File: config.mk
export PLATFORM = sky130hd
export DESIGN_NAME = cla_addsub_pipe
export DESIGN_NICKNAME = d
export VERILOG_FILES = /design/src/rtl/cla_pkg.sv /design/src/rtl/cla_block.sv /design/src/rtl/cla_addsub_pipe.sv
export SDC_FILE = /design/constraint.sdc
export NUM_CORES = 1
export LEC_CHECK = 0
export BUFFER_PORTS_ARGS = -buffer_cell sky130_fd_sc_hd__clkbuf_2
export CAP_MARGIN = 20
export CORE_MARGIN = 3
export CORE_UTILIZATION = 49
export CTS_CLUSTER_SIZE = 28
export DETAILED_ROUTE_END_ITERATION = 8
export PLACE_DENSITY = 0.78
export SLEW_MARGIN = 40
export SYNTH_ARGS = -nofsm -noshare
export SYNTH_HDL_FRONTEND = slang
export SYNTH_SLANG_ARGS = --single-unit
File: constraint.sdc
create_clock -name clk -period 2.7 [get_ports clk]
set_clock_uncertainty 0.05 [all_clocks]
set_input_delay 0.54 -clock clk [delete_from_list [all_inputs] [get_ports clk]]
set_output_delay 0.54 -clock clk [all_outputs]
set_load 0.05 [all_outputs]
File: src/rtl/cla_pkg.sv
// Shared definitions for the pipelined carry-lookahead adder/subtractor:
// op encoding and the per-stage control payload.
package cla_pkg;

  localparam logic OP_ADD = 1'b0;
  localparam logic OP_SUB = 1'b1;

  // Control bits that travel with every beat: occupancy and the carry
  // leaving the most recently completed segment.
  typedef struct packed {
    logic valid;
    logic carry;
  } cla_stage_t;

endpackage

File: src/rtl/cla_block.sv
// One BLOCK-bit lookahead group: bit sums from a carry-in plus the group
// propagate/generate used to ripple between neighbouring groups.
module cla_block
  import cla_pkg::*;
#(
  parameter int BLOCK = 4
) (
  input  logic [BLOCK-1:0] a_i,
  input  logic [BLOCK-1:0] b_i,
  input  logic             cin_i,
  output logic [BLOCK-1:0] sum_o,
  output logic             p_o,
  output logic             g_o
);

  logic [BLOCK-1:0] bitP;
  logic [BLOCK-1:0] bitG;
  logic [BLOCK-1:0] carry;
  logic             grpP;
  logic             grpG;

  // Each internal carry comes from the prefix generate/propagate of the
  // bits below it, so no carry waits on its neighbour's carry.
  always_comb begin
    bitP  = a_i ^ b_i;
    bitG  = a_i & b_i;
    grpP  = 1'b1;
    grpG  = 1'b0;
    carry = '0;
    for (int i = 0; i < BLOCK; i++) begin
      carry[i] = grpG | (grpP & cin_i);
      grpG     = bitG[i] | (bitP[i] & grpG);
      grpP     = grpP & bitP[i];
    end
  end

  assign sum_o = bitP ^ carry;
  assign p_o   = grpP;
  assign g_o   = grpG;

endmodule

File: src/rtl/cla_addsub_pipe.sv
// Pipelined two's-complement adder/subtractor, one sum segment per stage
// with valid/ready flow control. Define CLA_SAT_EN to saturate on overflow.
module cla_addsub_pipe
  import cla_pkg::*;
#(
  parameter int WIDTH  = 32,
  parameter int BLOCK  = 4,
  parameter int STAGES = 2
) (
  input  logic             clk,
  input  logic             reset,
  input  logic             in_valid,
  output logic             in_ready,
  input  logic [WIDTH-1:0] in1,
  input  logic [WIDTH-1:0] in2,
  input  logic             sub,
  output logic             out_valid,
  input  logic             out_ready,
  output logic [WIDTH-1:0] sumout,
  output logic             overf,
  output logic             cout
);

  localparam int SEG  = WIDTH / STAGES;
  localparam int NGRP = SEG / BLOCK;

  cla_stage_t [STAGES:1] ctl_q;
  logic       [STAGES:1] take;
  logic       [STAGES:1] srcValid;
  logic       [STAGES:1] carry_d;
  logic                  slotFree;
  logic                  ovf_d;
  logic                  ovf_q;

  // A stage may load when it, or any stage downstream of it, has room;
  // the last stage frees up whenever the consumer takes its beat.
  always_comb begin
    slotFree = out_ready;
    take     = '0;
    for (int k = STAGES; k >= 1; k--) begin
      slotFree = slotFree | ~ctl_q[k].valid;
      take[k]  = slotFree;
    end
  end

  always_ff @(posedge clk or negedge reset) begin
    if (!reset) begin
      ctl_q <= '0;
      ovf_q <= 1'b0;
    end else begin
      for (int k = 1; k <= STAGES; k++) begin
        if (take[k]) begin
          ctl_q[k].valid <= srcValid[k];
          if (srcValid[k]) ctl_q[k].carry <= carry_d[k];
        end
      end
      if (take[STAGES] && srcValid[STAGES]) ovf_q <= ovf_d;
    end
  end

  for (genvar k = 1; k <= STAGES; k++) begin : g_stage
    localparam int LO = (k - 1) * SEG;
    localparam int BW = WIDTH - LO;

    logic [WIDTH-1:0] srcA;
    logic [BW-1:0]    srcB;
    logic             srcC;
    logic [SEG-1:0]   segSum;
    logic [WIDTH-1:0] word_d;
    logic [WIDTH-1:0] word_q;

    // Stage 1 applies the subtract invert and carry-in; later stages pick up
    // the upper operand bits and the carry left by the previous stage.
    if (k == 1) begin : g_head
      assign srcA        = in1;
      assign srcB        = (sub == OP_SUB) ? ~in2 : in2;
      assign srcC        = (sub == OP_SUB);
      assign srcValid[k] = in_valid;
    end else begin : g_tail
      assign srcA        = g_stage[k-1].word_q;
      assign srcB        = g_stage[k-1].g_pass.opb_q;
      assign srcC        = ctl_q[k-1].carry;
      assign srcValid[k] = ctl_q[k-1].valid;
    end

    for (genvar g = 0; g < NGRP; g++) begin : g_grp
      logic grpCin;
      logic grpP;
      logic grpG;
      logic grpCout;

      if (g == 0) begin : g_cin0
        assign grpCin = srcC;
      end else begin : g_cinN
        assign grpCin = g_grp[g-1].grpCout;
      end

      cla_block #(.BLOCK(BLOCK)) u_blk (
        .a_i   (srcA[LO + g*BLOCK +: BLOCK]),
        .b_i   (srcB[g*BLOCK +: BLOCK]),
        .cin_i (grpCin),
        .sum_o (segSum[g*BLOCK +: BLOCK]),
        .p_o   (grpP),
        .g_o   (grpG)
      );

      assign grpCout = grpG | (grpP & grpCin);
    end

    assign carry_d[k] = g_grp[NGRP-1].grpCout;

    if (k < STAGES) begin : g_pass
      logic [BW-SEG-1:0] opb_q;

      always_comb begin
        word_d            = srcA;
        word_d[LO +: SEG] = segSum;
      end

      always_ff @(posedge clk or negedge reset) begin
        if (!reset)                       opb_q <= '0;
        else if (take[k] && srcValid[k])  opb_q <= srcB[BW-1:SEG];
      end
    end else begin : g_last
      logic ovfRaw;

      // srcA's top bit is still the untouched in1 sign; srcB's top bit is b'.
      assign ovfRaw = (srcA[WIDTH-1] == srcB[BW-1]) & (segSum[SEG-1] != srcA[WIDTH-1]);
      assign ovf_d  = ovfRaw;

      always_comb begin
        word_d            = srcA;
        word_d[LO +: SEG] = segSum;
`ifdef CLA_SAT_EN
        if (ovfRaw) begin
          word_d = srcA[WIDTH-1] ? {1'b1, {(WIDTH-1){1'b0}}} : {1'b0, {(WIDTH-1){1'b1}}};
        end
`endif
      end

      assign sumout = word_q;
    end

    always_ff @(posedge clk or negedge reset) begin
      if (!reset)                       word_q <= '0;
      else if (take[k] && srcValid[k])  word_q <= word_d;
    end
  end

  assign in_ready  = take[1];
  assign out_valid = ctl_q[STAGES].valid;
  assign overf     = ovf_q;
  assign cout      = ctl_q[STAGES].carry;

endmodule
==> Yosys cells after proc, flatten, opt, wreduce, memory -nomap -nowiden <==
Cells that the tools add are included.
{ "word_totals": {"register_bits": 85, "input_bits": 69, "out_inout_bits": 36, "wordCells": 181} }
{ "op_classes": {"eq_ne": 2, "mux": 1, "bitwise": 166, "n_reduce_logical": 4} }
{ "op_table": {"columns": ["cell", "count"], "rows": [
  ["$and 1x1->1", 81],
  ["$xor 4x4->4", 16],
  ["$or 1x1->1", 58],
  ["$and 4x4->4", 8],
  ["$mux 32", 1],
  ["$not 32->32", 1],
  ["$reduce_and 2->1", 2],
  ["$logic_and 1x1->1", 2],
  ["$not 1->1", 2],
  ["$eq 1x1->1", 1],
  ["$ne 1x1->1", 1]
]} }

==> Depth between registers and ports, before layout <==
Gate-level depths: netlist (run 1).
{ "logic_depth": {"ltp_word": 17, "mapped_depth": 13, "mapped_depth_nobuf": 11} }

==> By module <==
A second synthesis (run 1) with hierarchy kept.
{ "unflattened": {"hier_cells": 432, "area_unflattened_um2": 5114.9} }
{ "modules_own_cells": {"columns": ["module", "n_inst", "cells_each", "area_each_um2", "seq_area_each_um2"], "rows": [
  ["cla_addsub_pipe", 1, 256, 3703.6, 2127.0],
  ["cla_block", 8, 22, 176.4, 0.0]
]} }

==> Least setup slack after synthesis (run 1) <==
No wires, ideal clock.
{ "synth_path": {"path_kind": "input to register", "startpoint": "input sub", "endpoint": "register g_stage[1].word_q[12]", "setup_ns": 0.083, "arrival_ns": 2.960, "required_time_ns": 2.567, "slack_ns": -0.393, "cell_stages": 12, "n_path_buf": 2, "cell_sequence": "buf_4 -> buf_2 -> xor2_1 -> ha_1 -> a21o_1 -> a21oi_1 -> a21oi_1 -> o2111ai_2 -> nand2_1 -> a21oi_1 -> fa_1 -> o21ai_0"} }
{ "synth_between": {"elab_chain_len": 14, "word_cells_on_any_way": 42, "cone_classes": "mux: 1; bitwise: 41"} }
{ "synth_rtl": {"columns": ["element", "line_no", "source"], "rows": [
  ["start, declared", "cla_addsub_pipe.sv:16", "input logic sub,"],
  ["$mux 32", "cla_addsub_pipe.sv:76", "assign srcB = (sub == OP_SUB) ? ~in2 : in2;"],
  ["$xor 4x4->4 or $and 4x4->4 (tied branches)", "cla_block.sv:25, cla_block.sv:26", null],
  ["$and 1x1->1", "cla_block.sv:32", "grpG = bitG[i] | (bitP[i] & grpG);"],
  ["$or 1x1->1", "cla_block.sv:32", null],
  ["$and 1x1->1", "cla_block.sv:32", null],
  ["$or 1x1->1", "cla_block.sv:32", null],
  ["$and 1x1->1", "cla_block.sv:32", null],
  ["$or 1x1->1", "cla_block.sv:32", null],
  ["$or 1x1->1", "cla_addsub_pipe.sv:107", "assign grpCout = grpG | (grpP & grpCin);"],
  ["$and 1x1->1", "cla_addsub_pipe.sv:107", null],
  ["$or 1x1->1", "cla_addsub_pipe.sv:107", null],
  ["$and 1x1->1", "cla_addsub_pipe.sv:107", null],
  ["$or 1x1->1", "cla_addsub_pipe.sv:107", null],
  ["$xor 4x4->4 (*)", "cla_block.sv:37", "assign sum_o = bitP ^ carry;"],
  ["end signal, assigned", "cla_addsub_pipe.sv:146", "else if (take[k] && srcValid[k]) word_q <= word_d;"],
  ["end, declared", "cla_addsub_pipe.sv:70", "logic [WIDTH-1:0] word_q;"]
]} }
Mark *: on every way between the ends. The rest lies on a longest branch, timed or not.
A chain may end at the register's enable or synchronous reset.

==> Final worst setup path (run 1) <==
{ "layout_path": {"startpoint": "register g_stage[1].g_pass.opb_q[7]", "endpoint": "register g_stage[2].word_q[28], in the netlist sumout[28]"} }
{ "layout_between": {"elab_chain_len": 7, "word_cells_on_any_way": 10, "cone_classes": "bitwise: 10"} }
{ "layout_rtl": {"columns": ["element", "line_no", "source"], "rows": [
  ["start, declared", "cla_addsub_pipe.sv:113", "logic [BW-SEG-1:0] opb_q;"],
  ["start signal, assigned", "cla_addsub_pipe.sv:122", "else if (take[k] && srcValid[k]) opb_q <= srcB[BW-1:SEG];"],
  ["$xor 4x4->4", "cla_block.sv:25", "bitP = a_i ^ b_i;"],
  ["$and 1x1->1 (on tied branches)", "cla_block.sv:32, cla_block.sv:33", null],
  ["$or 1x1->1 or $and 1x1->1 (tied branches)", "cla_block.sv:32, cla_addsub_pipe.sv:107", null],
  ["$or 1x1->1 (*)", "cla_addsub_pipe.sv:107", null],
  ["$and 1x1->1 (*)", "cla_addsub_pipe.sv:107", null],
  ["$or 1x1->1 (*)", "cla_addsub_pipe.sv:107", null],
  ["$xor 4x4->4 (*)", "cla_block.sv:37", null],
  ["via g_stage[2].g_grp[3].u_blk.sum_o[0]", "cla_block.sv:11", "output logic [BLOCK-1:0] sum_o,"],
  ["end signal, assigned", "cla_addsub_pipe.sv:146", null],
  ["end, declared", "cla_addsub_pipe.sv:70", null]
]} }
Mark *: on every way through the listed nets, which the timed path passes. The rest lies on a longest branch.

==> results of run 1 <==
what timing repair did:
action / 4_1_cts / 5_1_grt
setup endpoints to repair: 2 / 2
gates resized for setup: 1 / 10
setup buffers: 1 / 4
cloned: 0 / 0
pin swaps: 1 / 3
layer usage:
layer  track usage [%]  wire length [um]  up-vias
met1              27.1              4740     1709
met4              8.36               199        0
met5                 0                 0        -
li1                  -                 -     1790
met2              33.2              5220       90
met3              3.54               519       16
worst max-delay path: cells and delay by family, from the launching register on:
kind,cells,cell delay [ns]
DFF,1,0.44
muxes,1,0.26
and+or+nand+nor,2,0.50
adders and majority gates,2,0.70
AOI/OAI and AO/OA,4,0.56
synth_stat cells, types with 3 or more instances:
master | number | share of area [%]
nand2_1 | 101 | 8.1
dfrtp_1 | 85 | 45
o21ai_0 | 43 | 4.6
ha_1 | 32 | 8.5
xor2_1 | 29 | 5.4
xnor2_1 | 28 | 5.2
mux2_2 | 18 | 4.3
a21oi_1 | 14 | 1.5
clkbuf_1 | 11 | 0.88
inv_1 | 10 | 0.80
a21o_1 | 9 | 1.4
nor2_1 | 8 | 0.64
fa_1 | 7 | 3.0
o21ai_1 | 6 | 0.64
buf_1 | 3 | 0.24
buf_2 | 3 | 0.32
nand2b_1 | 3 | 0.40
nand4_1 | 3 | 0.40
cell usage in the layout (no fill, tap or decap), types with 10 or more instances in the layout:
cell	count
nand2_1	98
ha_1	26
dfrtp_1	85
xor2_1	29
xnor2_1	28
inv_1	10
buf_4	31
o21ai_0	42
mux2_2	18
clkbuf_8	11
clkbuf_2	103
cells by family after synthesis:
| family | Yosys count |
|---|---|
| muxes | 19 |
| AOI/OAI and AO/OA | 95 |
| adders and majority gates | 39 |
| xor gates and xnor gates | 57 |
| DFF | 85 |
| and+or+nand+nor | 129 |
| buffers and inverters | 30 |
area by class of cell:
cell class | count | area [um^2] | area share [%]
tap | 129 | 161 | 2.76
clock inverter | 4 | 47.5 | 0.813
sequential | 85 | 2130 | 36.4
clock buffer | 11 | 151 | 2.59
timing repair buffer | 136 | 788 | 13.5
multi-input combinational | 339 | 2530 | 43.3
inverter | 10 | 37.5 | 0.642
worst paths after layout:
path	from	end	slack, ns	cells after the start
worst max-delay path	g_stage[1].g_pass.opb_q[7]	sumout[28]	0.09	9
worst min-delay path	reset	sumout[4]	0.13	1
worst max register to register	g_stage[1].g_pass.opb_q[7]	sumout[28]	0.09	9
worst min register to register	sumout[21]	sumout[21]	0.43	2
max in group asynchronous	reset	g_stage[1].word_q[14]	1.83	2
min in group clk	in1[30]	g_stage[1].word_q[30]	0.33	3
registers in the layout (all words and copies together), names as in the netlist:
register,flops
g_stage.word_q,32
sumout,32
g_stage.g_pass.opb_q,16
cout,1
ctl_q,1
g_stage.g_grp.grpCin,1
out_valid,1
overf,1
where the power goes:
part | leakage (nW) | switching, W | internal, W
Combinational | 1.78 | 0.00153 | 0.000811
Clock | 0.101 | 0.000458 | 0.000470
Sequential | 1.04 | 0.000221 | 0.00163
Total | 2.92 | 0.00221 | 0.00291
per-stage QoR:
stage | setup WS, ns | TNS, ns | cells | power, W
after global placement | -0.111 | -0.386 | 694 | 0.00406
after floorplan | -0.107 | -0.207 | 454 | 0.00352
after global routing | -0.00300 | -0.00300 | 714 | 0.00543
final | 0.0914 | 0 | 714 | 0.00512
after detailed placement | -0.218 | -1.13 | 694 | 0.00414
after CTS | 0.0161 | 0 | 710 | 0.00509
==> impl_metrics.json, run 1 <==
{
  "status": "finished clean",
  "maxCapViolations": 0,
  "cts_hold_buf": 0,
  "cp-end-kind": "flip-flop",
  "min_path_type": "primary input to asynchronous set/reset pin",
  "fin_crit_ns": 2.61,
  "grt_use_total_pct": 20.4,
  "setup_viol": 0,
  "htreeDepth": 3,
  "via_count": 3605,
  "drt_iter0_drc": 162,
  "synthXorXnorAreaFrac_pct": 10.6,
  "fmax_mhz": 383,
  "synth_nets": 562,
  "grt_overflow": 0,
  "cts.sinks": 85,
  "final_antenna_net_count": 0,
  "crit_path_start_kind": "flip-flop",
  "final_util_pct": 63.0,
  "yosys_warnings": 0,
  "synth_top_family_by_area": "compound AO/OA/AOI/OAI gates",
  "synthCells": 454,
  "hold_viol": 0,
  "drv_slew": 0,
  "p_leak_nw": 2.92,
  "synthToLayoutAreaGrowth_pct": 24.6,
  "synth-async-reset-ratio_pct": 100,
  "antenna_found_initial": 0,
  "clk_latency_ns": 0.35,
  "place_congestion": 0.872,
  "coreArea_um2": 9280,
  "layout.nets": 689,
  "viasPerCell": 5.05,
  "worst_ep_arrival_time_ns": 2.80,
  "fillers": 799,
  "crit_fanout": 3,
  "cts_buffers": 9,
  "grt_pass1_vias": 3758,
  "placed_area_um2": 5530,
  "place_hpwl_um": 8040,
  "fin_area_um2": 5850,
  "avgRoutedWirePerCell_um": 15.0,
  "holdWs_ns": 0.132,
  "rows": 35,
  "cts_max_path_buffers": 2,
  "die_w_um": 104,
  "slowest_stage": "dfrtp_1",
  "crit_chain": "ha_4 -> a21oi_2 -> o21ai_2 -> or3b_4 -> a31oi_4 -> nor2_1 -> a21o_1 -> fa_1 -> mux2_2",
  "critical_path_class": "flip-flop to flip-flop",
  "clock_tree.root_cell": "clkbuf_8",
  "synth-edff-count": 0,
  "fin_crit_sh_pct": 96.6,
  "max_slew_margin_pct": 51.0,
  "worst_pin_slew_ns": 0.732,
  "syn_area_um2": 4690,
  "power.density_nw_per_um2": 876,
  "ys_seq_area_share_pct": 45.3,
  "cts_tree": "built",
  "portBuffers": 104,
  "synth_adder_area_share_pct": 11.5,
  "synth_compound_area_share_pct": 13.2,
  "io_pins": 105,
  "synthMuxAreaShare_pct": 4.53,
  "max_stage_delay_ns": 0.44,
  "firstDrtPassIters": 4,
  "drc_errors": 0,
  "grt_max_degree": 45,
  "grt_pass1_wl_um": 17800,
  "die-area_um2": 10800,
  "wl_um": 10700,
  "peakVddDrop_v": 0.000575,
  "n_antenna_cell": 0,
  "required_ns": 2.89,
  "synthSimpleGateAreaFrac_pct": 11.9,
  "ys_seq_elements": 85,
  "synth_cell_types": 48,
  "die_y_um": 104,
  "layout-drive-gt1-share_pct": 34.9,
  "start_util_pct": 50.6,
  "syn_area_per_cell_um2": 10.3,
  "path_clk_slew_ns": 0.09,
  "ys.flop_type": "dfrtp_1"
}
(Power assumes the default switching activity.)
==> run 2: changes to the inputs <==
Settings changed: BUFFER_PORTS_ARGS -buffer_cell sky130_fd_sc_hd__clkbuf_2 to not set, CORE_UTILIZATION 49 to 55, DONT_BUFFER_PORTS set to 1, PLACE_DENSITY 0.78 to 0.75.
==> impl_metrics.json, run 2 (synthesis results as in run 1) <==
{
  "ff2ff_setup_slack_ns": 0.04,
  "start_util_pct": 56.8,
  "drt_iter0_drc": 78,
  "cts_buffers": 9,
  "final_util_pct": 62.6,
  "worst_pin_slew_ns": 0.555,
  "fin_area_um2": 5170,
  "drv_slew": 0,
  "place_hpwl_um": 7100,
  "coreArea_um2": 8260,
  "crit_chain": "ha_4 -> a21oi_1 -> o21ai_1 -> or3b_4 -> a31oi_4 -> nor2_1 -> a21o_1 -> fa_1 -> mux2_2",
  "finalPower_w": 0.00487,
  "grt_use_total_pct": 20.0,
  "die_w_um": 98.4,
  "grt_overflow": 0,
  "layout-drive-gt1-share_pct": 16.8,
  "fmax_mhz": 375,
  "max_stage_delay_ns": 0.42,
  "crit_fanout": 4,
  "holdWs_ns": 0.0542,
  "max_slew_margin_pct": 62.9,
  "fillers": 673,
  "path_clk_slew_ns": 0.09,
  "grt_pass1_vias": 3286,
  "hold_viol": 0,
  "min_path_type": "primary input to asynchronous set/reset pin",
  "critical_path_class": "flip-flop to flip-flop",
  "portBuffers": 0,
  "peakVddDrop_v": 0.000412,
  "io_pins": 105,
  "clock_tree.root_cell": "clkbuf_8",
  "drc_errors": 0,
  "required_ns": 2.89,
  "avgRoutedWirePerCell_um": 16.7,
  "die-area_um2": 9680,
  "power.density_nw_per_um2": 942,
  "fin_crit_sh_pct": 98.7,
  "synthToLayoutAreaGrowth_pct": 10.2,
  "htreeDepth": 3,
  "cts_tree": "built",
  "clk_latency_ns": 0.34,
  "layout.nets": 567,
  "wl_um": 9530,
  "cp-end-kind": "flip-flop",
  "n_antenna_cell": 0,
  "seq_area_um2": 2130,
  "worst_ep_arrival_time_ns": 2.85,
  "antenna_found_initial": 0,
  "place_congestion": 0.865,
  "setup_viol": 0,
  "final_antenna_net_count": 0,
  "multi_input_area_um2": 2520,
  "status": "finished clean",
  "cts.sinks": 85,
  "p_leak_nw": 2.40,
  "fin_crit_ns": 2.66,
  "crit_path_start_kind": "flip-flop",
  "viasPerCell": 5.49,
  "grt_max_degree": 86,
  "slowest_stage": "dfrtp_1",
  "via_count": 3126,
  "maxCapViolations": 0,
  "rows": 33,
  "final_common_cell": "nand2_1",
  "firstDrtPassIters": 4,
  "grt_pass1_wl_um": 15500,
  "layout_common_cells": "98 x nand2_1, 85 x dfrtp_1, 42 x o21ai_0",
  "cts_max_path_buffers": 2,
  "placed_area_um2": 4830,
  "die_y_um": 98.4
}
run 2: cell types whose count changed in the layout (fill, tap and decap cells not counted), sizes merged:
cell	before	now
buf	33	14
bufinv	1	2
clkbuf	114	13
clkinv	2	0
run 2: through the flow:
stage | std cells | setup slack [ns] | TNS (ns)
after floorplan | 454 | -0.107 | -0.207
final | 569 | 0.0364 | 0
after global placement | 550 | 0.113 | 0
after detailed placement | 550 | 0.0555 | 0
after CTS | 567 | 0.0166 | 0
after global routing | 569 | -0.0849 | -0.129
run 2: critical path: cells and delay by family (launching register included):
kind,cells,cell delay [ns]
adder cells (fa/ha/maj),2,0.69
multiplexers,1,0.26
flip-flops,1,0.42
AO/OA/AOI/OAI,4,0.61
AND/OR/NAND/NOR,2,0.51
run 2: repair_timing:
| item | 4_1_cts | 5_1_grt |
|---|---|---|
| gates resized for setup | 0 | 8 |
| setup buffers | 0 | 2 |
| hold buffers | 1 | 0 |
| endpoints found under the hold margin | 85 | 0 |
| setup endpoints to repair | 0 | 2 |
run 2: area by class of cell:
type	count	share of cell area, %
Clock buffer	13	3.07
Clock inverter	3	1.31
Inverter	10	0.726
Multi-Input combinational cell	339	48.8
Sequential cell	85	41.1
Tap cell	105	2.54
Timing Repair Buffer	14	2.42
run 2: metal layers:
metal | share of wire (%) | vias to the layer above | track usage (%) | routed length [um]
met3 | 7.4 | 13 | 5.93 | 708
met5 | 0 | - | 0 | 0
met1 | 42 | 1481 | 25.0 | 4050
li1 | - | 1536 | - | -
met2 | 49 | 96 | 33.6 | 4630
met4 | 1.4 | 0 | 5.78 | 136
run 2: power breakdown:
part	leakage (nW)	internal, W	total (W)	switching (W)
Sequential	1.04	0.00162	0.00266	0.00104
Combinational	1.25	0.000585	0.00119	0.000610
Clock	0.110	0.000573	0.00102	0.000442
Total	2.40	0.00278	0.00487	0.00209
run 2: final timing paths:
path,endpoint,cells past startpoint,start
min in group clk,g_stage[1].word_q[27],2,in1[27]
worst max-delay path,sumout[28],9,g_stage[1].word_q[23]
worst min-delay path,sumout[22],1,reset
max in group asynchronous,sumout[5],1,reset
worst min register to register,g_stage[1].word_q[4],2,g_stage[1].word_q[4]
worst max register to register,sumout[28],9,g_stage[1].word_q[23]
